`src/rtl/mesi_isc_broad_seq.sv`:
```
`default_nettype none
// ============================================================================
// Module   : mesi_isc_broad_seq
// Purpose  : Broadcast sequencer of the MESI inter-stage controller. Buffers
//            arbitrated broadcast requests in a small FIFO, and for each one,
//            in order, snoops every non-initiator CPU on the coherence bus,
//            collects their acks, then grants the initiator.
// Ports    : clk, rst                   - clock, synchronous active-high reset
//            broad_fifo_wr_i, broad_*_i - request write strobe and payload
//            broad_fifo_status_full_o   - internal FIFO full (back-pressure)
//            cbus_ack_array_i           - per-CPU ack, bit k = CPU k
//            cbus_cmd_array_o           - per-CPU command, slice k = CPU k
//            cbus_addr_o, broad_snoop_* - payload of the active transaction
//            busy_o                     - a transaction is in progress
// Revision : 1.0 - initial release
// ============================================================================
module mesi_isc_broad_seq #(
   parameter int CBUS_CMD_WIDTH       = 3,
   parameter int ADDR_WIDTH           = 32,
   parameter int BROAD_TYPE_WIDTH     = 2,
   parameter int BROAD_ID_WIDTH       = 7,
   parameter int BROAD_FIFO_SIZE      = 2,
   parameter int BROAD_FIFO_SIZE_LOG2 = 1
) (
   input  logic                          clk,
   input  logic                          rst,
   input  logic                          broad_fifo_wr_i,
   input  logic [ADDR_WIDTH-1:0]         broad_addr_i,
   input  logic [BROAD_TYPE_WIDTH-1:0]   broad_type_i,
   input  logic [1:0]                    broad_cpu_id_i,
   input  logic [BROAD_ID_WIDTH-1:0]     broad_id_i,
   output logic                          broad_fifo_status_full_o,
   input  logic [3:0]                    cbus_ack_array_i,
   output logic [4*CBUS_CMD_WIDTH-1:0]   cbus_cmd_array_o,
   output logic [ADDR_WIDTH-1:0]         cbus_addr_o,
   output logic [BROAD_TYPE_WIDTH-1:0]   broad_snoop_type_o,
   output logic [1:0]                    broad_snoop_cpu_id_o,
   output logic [BROAD_ID_WIDTH-1:0]     broad_snoop_id_o,
   output logic                          busy_o
);

   localparam int ENTRY_W = ADDR_WIDTH + BROAD_TYPE_WIDTH + 2 + BROAD_ID_WIDTH;

   localparam logic [CBUS_CMD_WIDTH-1:0] c_cmd_nop      = CBUS_CMD_WIDTH'(0);
   localparam logic [CBUS_CMD_WIDTH-1:0] c_cmd_wr_snoop = CBUS_CMD_WIDTH'(1);
   localparam logic [CBUS_CMD_WIDTH-1:0] c_cmd_rd_snoop = CBUS_CMD_WIDTH'(2);
   localparam logic [CBUS_CMD_WIDTH-1:0] c_cmd_en_wr    = CBUS_CMD_WIDTH'(3);
   localparam logic [CBUS_CMD_WIDTH-1:0] c_cmd_en_rd    = CBUS_CMD_WIDTH'(4);

   localparam logic [BROAD_TYPE_WIDTH-1:0] c_type_rd = BROAD_TYPE_WIDTH'(0);
   localparam logic [BROAD_TYPE_WIDTH-1:0] c_type_wr = BROAD_TYPE_WIDTH'(1);

   localparam logic [BROAD_FIFO_SIZE_LOG2:0]   c_cnt_full = (BROAD_FIFO_SIZE_LOG2+1)'(BROAD_FIFO_SIZE);
   localparam logic [BROAD_FIFO_SIZE_LOG2:0]   c_cnt_one  = (BROAD_FIFO_SIZE_LOG2+1)'(1);
   localparam logic [BROAD_FIFO_SIZE_LOG2-1:0] c_ptr_one  = BROAD_FIFO_SIZE_LOG2'(1);

   typedef enum logic [1:0] {
      ST_IDLE  = 2'd0,
      ST_SNOOP = 2'd1,
      ST_GRANT = 2'd2
   } state_t;

   // ------------------------------------------------------------------------
   // State
   // ------------------------------------------------------------------------
   logic [ENTRY_W-1:0]              fifo_mem_q [BROAD_FIFO_SIZE];
   logic [BROAD_FIFO_SIZE_LOG2-1:0] wr_ptr_q, wr_ptr_d;
   logic [BROAD_FIFO_SIZE_LOG2-1:0] rd_ptr_q, rd_ptr_d;
   logic [BROAD_FIFO_SIZE_LOG2:0]   count_q,  count_d;

   state_t                          state_q,   state_d;
   logic [3:0]                      pending_q, pending_d;
   logic [ADDR_WIDTH-1:0]           addr_q,    addr_d;
   logic [BROAD_TYPE_WIDTH-1:0]     type_q,    type_d;
   logic [1:0]                      cpu_q,     cpu_d;
   logic [BROAD_ID_WIDTH-1:0]       id_q,      id_d;
   logic [4*CBUS_CMD_WIDTH-1:0]     cmd_q,     cmd_d;
   logic                            busy_q,    busy_d;

   // ------------------------------------------------------------------------
   // FIFO head decode
   // ------------------------------------------------------------------------
   logic [ENTRY_W-1:0]          head;
   logic [ADDR_WIDTH-1:0]       head_addr;
   logic [BROAD_TYPE_WIDTH-1:0] head_type;
   logic [1:0]                  head_cpu;
   logic [BROAD_ID_WIDTH-1:0]   head_id;
   logic                        fifo_push;
   logic                        fifo_pop;

   assign head      = fifo_mem_q[rd_ptr_q];
   assign head_id   = head[BROAD_ID_WIDTH-1:0];
   assign head_cpu  = head[BROAD_ID_WIDTH +: 2];
   assign head_type = head[BROAD_ID_WIDTH+2 +: BROAD_TYPE_WIDTH];
   assign head_addr = head[ENTRY_W-1 -: ADDR_WIDTH];

   // A write while full is dropped even if a pop happens in the same cycle.
   assign fifo_push = broad_fifo_wr_i && (count_q < c_cnt_full);

   // ------------------------------------------------------------------------
   // Next-state logic
   // ------------------------------------------------------------------------
   always_comb begin
      state_d   = state_q;
      pending_d = pending_q;
      addr_d    = addr_q;
      type_d    = type_q;
      cpu_d     = cpu_q;
      id_d      = id_q;
      fifo_pop  = 1'b0;

      unique case (state_q)
         ST_IDLE: begin
            if (count_q != '0) begin
               // The head is consumed even when its type is reserved, so a
               // reserved request simply vanishes without cbus activity.
               fifo_pop = 1'b1;
               if (head_type == c_type_rd || head_type == c_type_wr) begin
                  state_d   = ST_SNOOP;
                  pending_d = 4'b1111 & ~(4'b0001 << head_cpu);
                  addr_d    = head_addr;
                  type_d    = head_type;
                  cpu_d     = head_cpu;
                  id_d      = head_id;
               end
            end
         end
         ST_SNOOP: begin
            // Only pending bits can be cleared; the initiator is never pending.
            pending_d = pending_q & ~cbus_ack_array_i;
            if (pending_d == 4'b0000) begin
               state_d = ST_GRANT;
            end
         end
         ST_GRANT: begin
            if (cbus_ack_array_i[cpu_q]) begin
               state_d   = ST_IDLE;
               pending_d = 4'b0000;
               addr_d    = '0;
               type_d    = '0;
               cpu_d     = '0;
               id_d      = '0;
            end
         end
         default: begin
            state_d   = ST_IDLE;
            pending_d = 4'b0000;
            addr_d    = '0;
            type_d    = '0;
            cpu_d     = '0;
            id_d      = '0;
         end
      endcase

      wr_ptr_d = fifo_push ? wr_ptr_q + c_ptr_one : wr_ptr_q;
      rd_ptr_d = fifo_pop  ? rd_ptr_q + c_ptr_one : rd_ptr_q;
      unique case ({fifo_push, fifo_pop})
         2'b10:   count_d = count_q + c_cnt_one;
         2'b01:   count_d = count_q - c_cnt_one;
         default: count_d = count_q;
      endcase

      // Commands are decoded from the next state so they land in flops and
      // line up with the state they belong to.
      cmd_d = '0;
      for (int k = 0; k < 4; k++) begin
         if (state_d == ST_SNOOP && pending_d[k]) begin
            cmd_d[k*CBUS_CMD_WIDTH +: CBUS_CMD_WIDTH] =
               (type_d == c_type_wr) ? c_cmd_wr_snoop : c_cmd_rd_snoop;
         end else if (state_d == ST_GRANT && cpu_d == 2'(k)) begin
            cmd_d[k*CBUS_CMD_WIDTH +: CBUS_CMD_WIDTH] =
               (type_d == c_type_wr) ? c_cmd_en_wr : c_cmd_en_rd;
         end else begin
            cmd_d[k*CBUS_CMD_WIDTH +: CBUS_CMD_WIDTH] = c_cmd_nop;
         end
      end

      busy_d = (state_d != ST_IDLE);
   end

   // ------------------------------------------------------------------------
   // Registers
   // ------------------------------------------------------------------------
   always_ff @(posedge clk) begin
      if (rst) begin
         for (int i = 0; i < BROAD_FIFO_SIZE; i++) begin
            fifo_mem_q[i] <= '0;
         end
         wr_ptr_q  <= '0;
         rd_ptr_q  <= '0;
         count_q   <= '0;
         state_q   <= ST_IDLE;
         pending_q <= 4'b0000;
         addr_q    <= '0;
         type_q    <= '0;
         cpu_q     <= '0;
         id_q      <= '0;
         cmd_q     <= '0;
         busy_q    <= 1'b0;
      end else begin
         if (fifo_push) begin
            fifo_mem_q[wr_ptr_q] <= {broad_addr_i, broad_type_i, broad_cpu_id_i, broad_id_i};
         end
         wr_ptr_q  <= wr_ptr_d;
         rd_ptr_q  <= rd_ptr_d;
         count_q   <= count_d;
         state_q   <= state_d;
         pending_q <= pending_d;
         addr_q    <= addr_d;
         type_q    <= type_d;
         cpu_q     <= cpu_d;
         id_q      <= id_d;
         cmd_q     <= cmd_d;
         busy_q    <= busy_d;
      end
   end

   // ------------------------------------------------------------------------
   // Outputs
   // ------------------------------------------------------------------------
   assign broad_fifo_status_full_o = (count_q == c_cnt_full);
   assign cbus_cmd_array_o         = cmd_q;
   assign cbus_addr_o              = addr_q;
   assign broad_snoop_type_o       = type_q;
   assign broad_snoop_cpu_id_o     = cpu_q;
   assign broad_snoop_id_o         = id_q;
   assign busy_o                   = busy_q;

endmodule
`default_nettype wire

```
`config.mk`:
```
export PLATFORM = sky130hd
export DESIGN_NAME = mesi_isc_broad_seq
export DESIGN_NICKNAME = d
export VERILOG_FILES = /design/src/rtl/mesi_isc_broad_seq.sv
export SDC_FILE = /design/constraint.sdc
export NUM_CORES = 1
export LEC_CHECK = 0
export CAP_MARGIN = 30
export CORE_MARGIN = 5
export CORE_UTILIZATION = 50
export DETAILED_ROUTE_END_ITERATION = 8
export PLACE_DENSITY_LB_ADDON = 0.08
export SETUP_SLACK_MARGIN = 0.5
export SYNTH_ARGS = -nofsm -noshare
export SYNTH_HDL_FRONTEND = slang
export SYNTH_SLANG_ARGS = --single-unit
```
`constraint.sdc`:
```
create_clock -name clk -period 5.4 [get_ports clk]
set_clock_uncertainty 0.1 [all_clocks]
set_input_delay 0.54 -clock clk [delete_from_list [all_inputs] [get_ports clk]]
set_output_delay 0.54 -clock clk [all_outputs]
set_load 0.05 [all_outputs]
```
# After elaboration in Yosys (flattened, before gate mapping)
# Memory sizes are Yosys's and may differ from the RTL's. A register that Yosys moved wholly into a read port is not among the register bits.
# Cells that the tools add are included.
[classes]
n_bitwise = 4
n_shift = 1
n_eq_ne = 15
reduce_logical = 19
muxes = 50
magnitude_cmp = 2
addsub = 4
[op_table]
columns = ["op", "n"]
rows = [
  ["32-bit two-way mux", 3],
  ["32-bit case mux with 3 select lines", 1],
  ["43-bit two-way mux", 1],
  ["43-bit OR reduction", 1],
  ["3-bit two-way mux", 9],
  ["2-bit two-way mux", 11],
  ["7-bit two-way mux", 3],
  ["7-bit case mux with 3 select lines", 1],
  ["2-bit case mux with 3 select lines", 3],
  ["2-bit by 1-bit equality test with 1-bit output, second input constant", 6],
  ["2-bit equality test, second input constant", 6],
  ["1-bit two-way mux", 12],
  ["4-bit two-way mux", 3],
  ["4-bit case mux with 3 select lines", 1],
  ["1-bit logical AND", 9],
  ["4-bit inverter", 2],
  ["2-bit zero test", 3],
  ["2-bit != test, second input constant", 3],
  ["2-bit nonzero test", 3],
  ["4-bit AND", 1],
  ["4-bit zero test", 1],
  ["2-bit case mux with 2 select lines", 1],
  ["4-bit AND reduction", 1],
  ["1-bit by 2-bit << shifter with 4-bit output, first input constant", 1],
  ["8 further kinds", 9],
]
[word_totals]
ram_bits = 86
memories = 1
output_inout_bits = 57
ff_bits = 66
[memory_table]
columns = ["memory", "words", "width", "rd", "rd_clocked_by_memory_dff", "write_ports", "line", "rtl"]
rows = [
  ["fifo_mem_q", 2, 43, 1, 1, 2, "66", "logic [ENTRY_W-1:0] fifo_mem_q [BROAD_FIFO_SIZE];"],
]

# Longest topological paths before layout
# Gate-level depths: netlist of run 1.
[logic_depth]
depth_word = 9
mapped_depth = 8

# Worst setup path before layout of run 1
# Ideal clock, no wire load.
[synth_path]
kind = "input to register"
start = "input broad_fifo_wr_i"
end = "memory fifo_mem_q[0][0] (netlist bit), enable pin"
arrival_ns = 2.704
setup_time_ns = 0.453
setup_slack_ns = 2.143
path_stages = 2
cell_sequence = "nand2b_1 o21bai_1"
[synth_rtl]
columns = ["element", "line", "rtl"]
rows = [
  ["from (decl)", "27", "input logic broad_fifo_wr_i,"],
  ["to (decl)", "66", ""],
]

==> results of run 1 <==
[critical path, cell delays in order (launching register included)]
cell and delay, ns:
dfxtp_4 0.88, mux2i_4 0.43, a31oi_2 0.23, nor2_4 0.62, buf_4 0.51, mux2i_1 0.25
nor2_1 0.06
[stage by stage]
stage / utilization / power [W] / hold slack (ns) / setup WS (ns)
4_1_cts: 0.659 / 0.00451 / 0.395 / 2.12
6_report: 0.659 / 0.00447 / 0.392 / 2.17
5_1_grt: 0.659 / 0.00469 / 0.417 / 1.96
2_1_floorplan: - / 0.00283 / 0.349 / 2.14
3_5_place_dp: 0.610 / 0.00330 / 0.383 / 2.13
3_3_place_gp: 0.608 / 0.00328 / 0.373 / 2.14
[placed cells by master, fill, tap and decap left out, types with 2 or more instances in the layout]
master,synthesis,routed
xnor2_1,2,2
nand2_1,7,7
xor2_1,2,2
nor4_1,3,3
edfxtp_1,86,86
nand3_1,2,2
nand2b_1,4,4
o32ai_1,2,2
or3_1,2,2
inv_4,0,2
mux2i_1,83,83
clkbuf_8,0,3
nor2_1,102,101
or2_2,4,4
o211ai_1,3,3
o21ai_0,3,3
buf_4,0,5
a211oi_1,5,5
a21oi_1,10,10
and2_1,88,88
nor2b_1,7,7
inv_1,5,5
dfxtp_1,67,66
nor3_1,4,3
clkbuf_16,0,21
clkdlybuf4s50_1,0,105
clkinv_2,0,3
nor2_4,1,2
[sequential cells by signal, indices dropped and copies added (netlist names), named ones only]
register              cells
fifo_mem_q               86
cbus_addr_o              32
cbus_cmd_array_o         12
broad_snoop_id_o          7
pending_q                 4
broad_snoop_cpu_id_o      2
broad_snoop_type_o        2
count_q                   2
state_q                   2
busy_o                    1
rd_ptr_q                  1
wr_ptr_q                  1
[cell usage after synthesis, types with 2 or more instances]
| cell | n |
|---|---|
| o21bai_1 | 2 |
| or2_2 | 4 |
| o211ai_1 | 3 |
| xnor2_1 | 2 |
| nand3_1 | 2 |
| inv_1 | 5 |
| nand2b_1 | 4 |
| and2_1 | 88 |
| edfxtp_1 | 86 |
| buf_1 | 2 |
| clkbuf_1 | 22 |
| nand2_1 | 7 |
| xor2_1 | 2 |
| nor3_1 | 4 |
| or3_1 | 2 |
| buf_2 | 7 |
| o32ai_1 | 2 |
| o21ai_0 | 3 |
| a21oi_1 | 10 |
| nor3b_1 | 2 |
| nor2_1 | 102 |
| dfxtp_1 | 67 |
| a211oi_1 | 5 |
| nor2b_1 | 7 |
| mux2i_1 | 83 |
| nor4_1 | 3 |
[area by class of cell]
cell class / instances / area (µm²) / area share
Sequential cell: 153 / 3930 / 0.470
Clock buffer: 25 / 574 / 0.0688
Inverter: 5 / 18.8 / 0.00225
Multi-Input combinational cell: 362 / 2450 / 0.293
Tap cell: 172 / 215 / 0.0258
Timing Repair Buffer: 112 / 1120 / 0.134
Clock inverter: 7 / 45.0 / 0.00539
[routing by layer]
layer / GRT usage / vias to the layer above
li1: - / 2119
met1: 0.238 / 2104
met2: 0.308 / 134
met3: 0.0545 / 19
met4: 0.0691 / 0
met5: 0 / -
[power breakdown]
part	internal [W]	switching, W
Combinational	0.000619	0.000989
Clock	0.000741	0.000455
Sequential	0.00148	0.000177
[kinds of logic after synthesis]
logic type / synth area share
buf+inv: 0.0246
fa+ha+maj: 0.00192
simple gates: 0.183
mux: 0.136
compound gates: 0.0456
flops: 0.603
xor+xnor: 0.00539
[path summary, 6_finish.rpt]
path	cells after the start	startpoint	slack, ns	to
setup / recovery	6	flip-flop	2.17	broad_snoop_id_o[5]
hold / removal	2	cbus_addr_o[26]	0.39	cbus_addr_o[26]
setup reg to reg	6	flip-flop	2.17	broad_snoop_id_o[5]
hold reg to reg	2	cbus_addr_o[26]	0.39	cbus_addr_o[26]
==> results.py, run 1 <==
metrics = {
    "status": {
        "status": "complete, no violations",
    },
    "sta": {
        "worst_slew_pin_slew_ns": 0.918,
        "tns_ns": 0,
        "rsz0062_at_grt": "false",
        "finalCriticalPeriod_ns": 3.23,
        "max-slew-margin-rel": 0.388,
        "finalSetupViolCount": 0,
        "drv_slew": 0,
        "fin_crit_sh": 0.599,
        "hold_viol_final": 0,
        "fmax_mhz": 309,
    },
    "clock_network": {
        "clkTransAtPathRegs_ns": 0.06,
        "cts_hold_buffers": 0,
        "cts_buffers": 17,
        "clockBufferDepth": 2,
        "tritoncts": "done",
        "post_cts_resize_count": 0,
        "cts_num_sinks": 153,
        "cts-root-buf": "clkbuf_16",
        "insertion_delay_ns": 0.42,
        "cts_setup_buffers": 0,
        "htree_levels": 4,
    },
    "synth": {
        "ys_types": 53,
        "async_reset_ff_frac": 0,
        "synth_area_um2": 6510,
        "synth_area_per_cell_um2": 11.8,
        "yosysWarnings": 0,
        "synth_edf_count": 86,
        "synth_area_leaders": "edfxtp_1 (40%), dfxtp_1 (21%), mux2i_1 (13%)",
        "synth_top_area_share": 0.397,
        "synth_top_area_cell": "edfxtp_1",
        "synth_nets": 604,
        "ys.flop_type": "edfxtp_1",
        "seq_area_frac_synth": 0.603,
        "synth_cells": 553,
        "ys_seq_elements": 153,
    },
    "power": {
        "power_leakage_nw": 3.13,
        "power.density_nw_per_um2": 535,
        "worst_ir_drop_vdd_v": 0.000294,
    },
    "floorplan": {
        "num_rows": 41,
        "fp.coreArea_um2": 12700,
        "die-width_um": 124,
        "initial_core_util": 0.513,
        "pin_count": 107,
        "dieArea_um2": 15400,
        "dieHeight_um": 124,
    },
    "route": {
        "ant_nets": 0,
        "drt_iter0_drc": 333,
        "viasPerCell": 5.23,
        "drcViolationCount": 0,
        "dr.pass1.iters": 5,
        "wl_per_cell_um": 16.5,
        "top_layer": "met4",
        "wl_met3_um": 778,
        "num_vias": 4376,
        "wl_um": 13800,
        "wl_met2_um": 6740,
        "drt-met1-wl_um": 6040,
    },
    "grt": {
        "grt_pass1_vias": 4387,
        "grt_max_degree": 57,
        "grt_pass1_wl_um": 21800,
        "track_usage": 0.188,
        "antenna_found_initial": 0,
        "grt_overflow": 0,
    },
    "layout": {
        "num-nets-final": 702,
        "fin_cells": 836,
        "antennaDiodeCount": 0,
        "design_area_um2": 8350,
        "drive_gt1_frac": 0.0873,
        "fillCellCount": 1004,
        "syn2layout_area_growth_pct": 28.4,
    },
    "critical_path": {
        "worst_setup_path_end_kind": "flip-flop",
        "cp.required_ns": 5.58,
        "crit_type": "flip-flop to flip-flop",
        "worstPathArrival_ns": 3.41,
        "cp_max_fo": 44,
        "crit_path_start_kind": "flip-flop",
    },
    "placement": {
        "place_inst": 804,
        "place_area_um2": 7730,
        "port_buffers": 106,
        "hpwlAfterDp_um": 8760,
        "gp_congestion": 0.820,
    },
    "run": {
        "maxCapViolations": 0,
    },
    "worst_hold_path": {
        "min_path_type": "flip-flop to flip-flop",
    },
}
No activity file was read; power rests on OpenSTA's default activity.
==> inputs of run 2 (changes only) <==
==> constraint.sdc (replaced) <==
create_clock -name clk -period 3.15 [get_ports clk]
set_clock_uncertainty 0.1 [all_clocks]
set_input_delay 0.315 -clock clk [delete_from_list [all_inputs] [get_ports clk]]
set_output_delay 0.315 -clock clk [all_outputs]
set_load 0.05 [all_outputs]
==> results.py, run 2 (same netlist as run 1, synthesis figures left out) <==
metrics = {
    "placement": {
        "dp_slack_ns": 0.0864,
        "hpwlAfterDp_um": 9220,
        "port_buffers": 106,
        "gp_congestion": 0.852,
    },
    "floorplan": {
        "dieHeight_um": 124,
        "dieArea_um2": 15400,
        "pin_count": 107,
        "initial_core_util": 0.513,
        "fp.coreArea_um2": 12700,
        "die-width_um": 124,
        "num_rows": 41,
    },
    "power": {
        "worst_ir_drop_vdd_v": 0.000523,
        "power.density_nw_per_um2": 930,
        "power.internal_w": 0.00499,
        "power_w": 0.00781,
        "power_leakage_nw": 3.13,
        "clkPwrFrac": 0.267,
        "netSwitchingPower_w": 0.00281,
        "combinationalPowerShare": 0.378,
        "power_frac_seq": 0.355,
        "switching_share": 0.360,
    },
    "layout": {
        "mostFrequentLayoutCells": "clkdlybuf4s50_1 (105), nor2_1 (101), and2_1 (88)",
        "drive_gt1_frac": 0.0881,
        "final_common_cell": "clkdlybuf4s50_1",
        "antennaDiodeCount": 0,
        "num-nets-final": 708,
        "multi_input_area_um2": 2470,
        "largest_reg_flops": 86,
        "syn2layout_area_growth_pct": 29.0,
        "fillCellCount": 1023,
        "registers.top_by_ff_count": "fifo_mem_q",
        "seqCellArea_um2": 3930,
    },
    "route": {
        "wl_um": 14500,
        "drcViolationCount": 0,
        "wl_per_cell_um": 17.2,
        "drt_iter0_drc": 223,
        "num_vias": 4413,
        "viasPerCell": 5.24,
        "dr.pass1.iters": 6,
        "ant_nets": 0,
    },
    "clock_network": {
        "cts-root-buf": "clkbuf_16",
        "cts_buffers": 17,
        "cts_num_sinks": 153,
        "tritoncts": "done",
        "insertion_delay_ns": 0.42,
        "cts_hold_buffers": 0,
        "clkTransAtPathRegs_ns": 0.06,
        "clockBufferDepth": 2,
        "htree_levels": 4,
        "cts_setup_buffers": 0,
    },
    "critical_path": {
        "crit_path_start_kind": "flip-flop",
        "worst_setup_path_end_kind": "flip-flop",
        "cp.required_ns": 3.35,
        "cp_max_fo": 13,
        "worstPathArrival_ns": 2.75,
        "crit_type": "flip-flop to flip-flop",
    },
    "run": {
        "maxCapViolations": 0,
    },
    "sta": {
        "hold_viol_final": 0,
        "max-slew-margin-rel": 0.317,
        "fmax_mhz": 393,
        "finalSetupViolCount": 0,
        "fin_crit_sh": 0.808,
        "tns_ns": 0,
        "post-route-worst-setup-slack_ns": 0.605,
        "drv_slew": 0,
        "worst_slew_pin_slew_ns": 1.02,
        "rsz0062_at_grt": "false",
        "finalCriticalPeriod_ns": 2.54,
    },
    "grt": {
        "grt_pass1_vias": 4527,
        "grt_overflow": 0,
        "grtUsageMet1": 0.237,
        "use_met3": 0.0486,
        "track_usage": 0.199,
        "grt_util_met2": 0.336,
        "grt_busiest_layer": "met2",
        "grt_pass1_wl_um": 22800,
        "antenna_found_initial": 0,
        "grt_max_degree": 44,
    },
    "worst_hold_path": {
        "min_path_type": "input pin to flip-flop",
    },
    "status": {
        "status": "complete, no violations",
    },
}
==> run 2: cell count changes in the layout (fill, tap and decap cells not counted), moves of 2 or more <==
| cell | previous run | this run |
|---|---|---|
| bufinv_16 | 0 | 4 |
| inv_4 | 2 | 0 |
| clkbuf_1 | 0 | 5 |
| buf_12 | 0 | 2 |
| clkbuf_16 | 21 | 17 |
| buf_4 | 5 | 9 |
| clkbuf_8 | 3 | 1 |
==> run 2: worst paths after layout <==
check        depth (start not counted)                 from                  end  slack [ns]
min reg2reg                          2  broad_snoop_id_o[2]  broad_snoop_id_o[2]        0.39
max                                  6           state_q[0]  cbus_cmd_array_o[7]        0.61
max reg2reg                          6           state_q[0]  cbus_cmd_array_o[7]        0.61
min                                  2                  rst             rd_ptr_q        0.25
==> run 2: cell type report <==
class,count,area share
Tap cell,172,0.0256
Inverter,5,0.00224
Clock buffer,23,0.0546
Timing Repair Buffer,117,0.139
Multi-Input combinational cell,363,0.294
Clock inverter,9,0.0174
Sequential cell,153,0.468
==> run 2: per-stage QoR <==
step	std cells	util	hold WS (ns)	cell area (µm²)
finish	842	0.662	0.248	8390
global placement	809	0.614	0.371	7770
floorplan	553	-	0.349	6510
detailed placement	809	0.614	0.383	7770
CTS	842	0.662	0.230	8390
global route	842	0.662	0.254	8390
==> run 2: what timing repair did <==
item / CTS / global route
endpoints found under the setup margin: 19 / 5
gates cloned: 1 / 0
pin swaps: 1 / 0
gates resized for setup: 1 / 1
==> run 2: power by group through the flow <==
stage	combinational [W]	clock (W)	sequential, W
3_5_place_dp	0.00291	0	0.00280
2_1_floorplan	0.00153	0	0.00333
6_report	0.00295	0.00209	0.00277
3_3_place_gp	0.00288	0	0.00279
5_1_grt	0.00316	0.00221	0.00281
4_1_cts	0.00297	0.00212	0.00277
==> run 2: critical path, cell delays in order, from the launching register on <==
cell,delay [ns]
dfxtp_1,0.63
inv_1,0.25
a31oi_2,0.37
buf_4,0.21
a211oi_1,0.15
or3_1,0.51
o32ai_1,0.20
==> run 2: metal layers <==
layer | vias to the layer above | routed length [µm]
met1 | 2147 | 6170
met2 | 112 | 7240
met5 | - | 0
met3 | 25 | 716
met4 | 0 | 374
li1 | 2129 | -
==> inputs of run 3 (changes only) <==
==> constraint.sdc (replaced) <==
create_clock -name clk -period 2.5 [get_ports clk]
set_clock_uncertainty 0.1 [all_clocks]
set_input_delay 0.25 -clock clk [delete_from_list [all_inputs] [get_ports clk]]
set_output_delay 0.25 -clock clk [all_outputs]
set_load 0.05 [all_outputs]
==> results.py, run 3 (same netlist as run 1, synthesis figures left out) <==
metrics = {
    "grt": {
        "grt_pass1_vias": 4566,
        "track_usage": 0.195,
        "grt_max_degree": 44,
        "grt_overflow": 0,
        "antenna_found_initial": 0,
        "grt_pass1_wl_um": 22900,
    },
    "clock_network": {
        "cts_num_sinks": 153,
        "cts_buffers": 17,
        "insertion_delay_ns": 0.42,
        "clkTransAtPathRegs_ns": 0.06,
        "clockBufferDepth": 2,
        "cts_hold_buffers": 0,
        "cts-root-buf": "clkbuf_16",
        "htree_levels": 4,
        "tritoncts": "done",
    },
    "sta": {
        "holdWs_ns": 0.190,
        "tns_ns": 0,
        "fin_crit_sh": 0.826,
        "drv_slew": 0,
        "hold_viol_final": 0,
        "post-route-worst-setup-slack_ns": 0.435,
        "max-slew-margin-rel": 0.647,
        "finalCriticalPeriod_ns": 2.06,
        "fmax_mhz": 484,
        "worst_slew_pin_slew_ns": 0.528,
        "finalSetupViolCount": 0,
        "rsz0062_at_grt": "true",
    },
    "power": {
        "power_leakage_nw": 3.36,
        "worst_ir_drop_vdd_v": 0.000556,
        "power.density_nw_per_um2": 1180,
    },
    "route": {
        "wl_per_cell_um": 16.9,
        "ant_nets": 0,
        "wl_um": 14600,
        "drt_iter0_drc": 238,
        "num_vias": 4524,
        "drcViolationCount": 0,
        "viasPerCell": 5.24,
        "dr.pass1.iters": 4,
    },
    "critical_path": {
        "cpMaxStageDelayCell": "mux4_2",
        "max_stage_delay_ns": 0.58,
        "cp.required_ns": 2.74,
        "startpoint": "broad_snoop_cpu_id_o[0]",
        "cp_max_fo": 5,
        "r2r_cells": 5,
        "rr_endpoint": "cbus_cmd_array_o[1]",
        "worstPathArrival_ns": 2.30,
        "worst_setup_path_end_kind": "flip-flop",
        "path_cells": "mux4_2 -> nor2_4 -> a31o_4 -> or4b_4 -> o22ai_2",
        "crit_path_start_kind": "flip-flop",
        "crit_family": "simple AND/OR/NAND/NOR gates",
        "worst-path-buf-inv": 0,
        "r2r_slack_ns": 0.44,
        "r2r-start": "broad_snoop_cpu_id_o[0]",
        "crit_type": "flip-flop to flip-flop",
    },
    "placement": {
        "gp_congestion": 0.826,
        "hpwlAfterDp_um": 9310,
        "place_area_um2": 7940,
        "port_buffers": 106,
        "dp_slack_ns": 0.0428,
    },
    "layout": {
        "antennaDiodeCount": 0,
        "fillCellCount": 959,
        "syn2layout_area_growth_pct": 35.6,
        "final_common_cell": "clkdlybuf4s50_1",
        "design_area_um2": 8820,
        "drive_gt1_frac": 0.159,
        "registers.top_by_ff_count": "fifo_mem_q",
        "largest_reg_flops": 86,
        "num-nets-final": 729,
        "multi_input_area_um2": 2640,
        "finish.utilization": 0.696,
        "seqCellArea_um2": 3940,
        "mostFrequentLayoutCells": "clkdlybuf4s50_1 (100), nor2_1 (98), and2_1 (88)",
    },
    "floorplan": {
        "dieArea_um2": 15400,
        "dieHeight_um": 124,
        "die-width_um": 124,
        "initial_core_util": 0.513,
        "fp.coreArea_um2": 12700,
        "num_rows": 41,
        "pin_count": 107,
    },
    "worst_hold_path": {
        "whs_endpoint": "rd_ptr_q",
        "min_path_type": "input pin to flip-flop",
        "holdPathStages": 2,
        "hp-start": "rst",
    },
    "status": {
        "status": "complete, no violations",
    },
    "run": {
        "maxCapViolations": 0,
    },
}
[run 3: where the power goes]
group / leakage, nW / switching [W] / internal (W) / total (W)
sequential: 1.46 / 0.000283 / 0.00321 / 0.00350
combinational: 1.62 / 0.00252 / 0.00181 / 0.00433
clock: 0.284 / 0.000979 / 0.00159 / 0.00257
total: 3.36 / 0.00378 / 0.00662 / 0.0104
[run 3: worst max-delay path by stage]
stage	to	slack, ns	cells past startpoint
final	cbus_cmd_array_o[1]	0.44	5
after global routing	cbus_cmd_array_o[10]	0.36	6
after CTS	cbus_cmd_array_o[1]	0.45	5
after detailed placement	cbus_cmd_array_o[1]	0.04	6
after global placement	cbus_cmd_array_o[1]	0.1	6
after floorplan	cbus_cmd_array_o[1]	0.39	5
[run 3: stage by stage]
stage / total power [W] / cells
floorplan: 0.00619 / 553
global placement: 0.00734 / 818
detailed placement: 0.00742 / 818
CTS: 0.0102 / 856
global route: 0.0109 / 863
finish: 0.0104 / 863
[run 3: what timing repair did]
action | 4_1_cts | 5_1_grt
pin swaps | 6 | 7
cloned | 0 | 2
endpoints found under the setup margin | 26 | 24
setup buffers | 6 | 5
resized for setup | 21 | 12
[run 3: metal layers]
| metal | GRT usage | vias to the layer above | routed length [µm] |
|---|---|---|---|
| li1 | - | 2172 | - |
| met1 | 0.240 | 2235 | 6340 |
| met4 | 0.0726 | 0 | 201 |
| met3 | 0.0418 | 17 | 623 |
| met2 | 0.339 | 100 | 7420 |
| met5 | 0 | - | 0 |
[run 3: area by class of cell]
cell class                 count  area share
inverter                       5     0.00213
clock buffer                  20      0.0506
tap                          172      0.0244
clock inverter                12      0.0169
multi-input combinational    362       0.300
timing repair buffer         139       0.160
sequential                   153       0.446
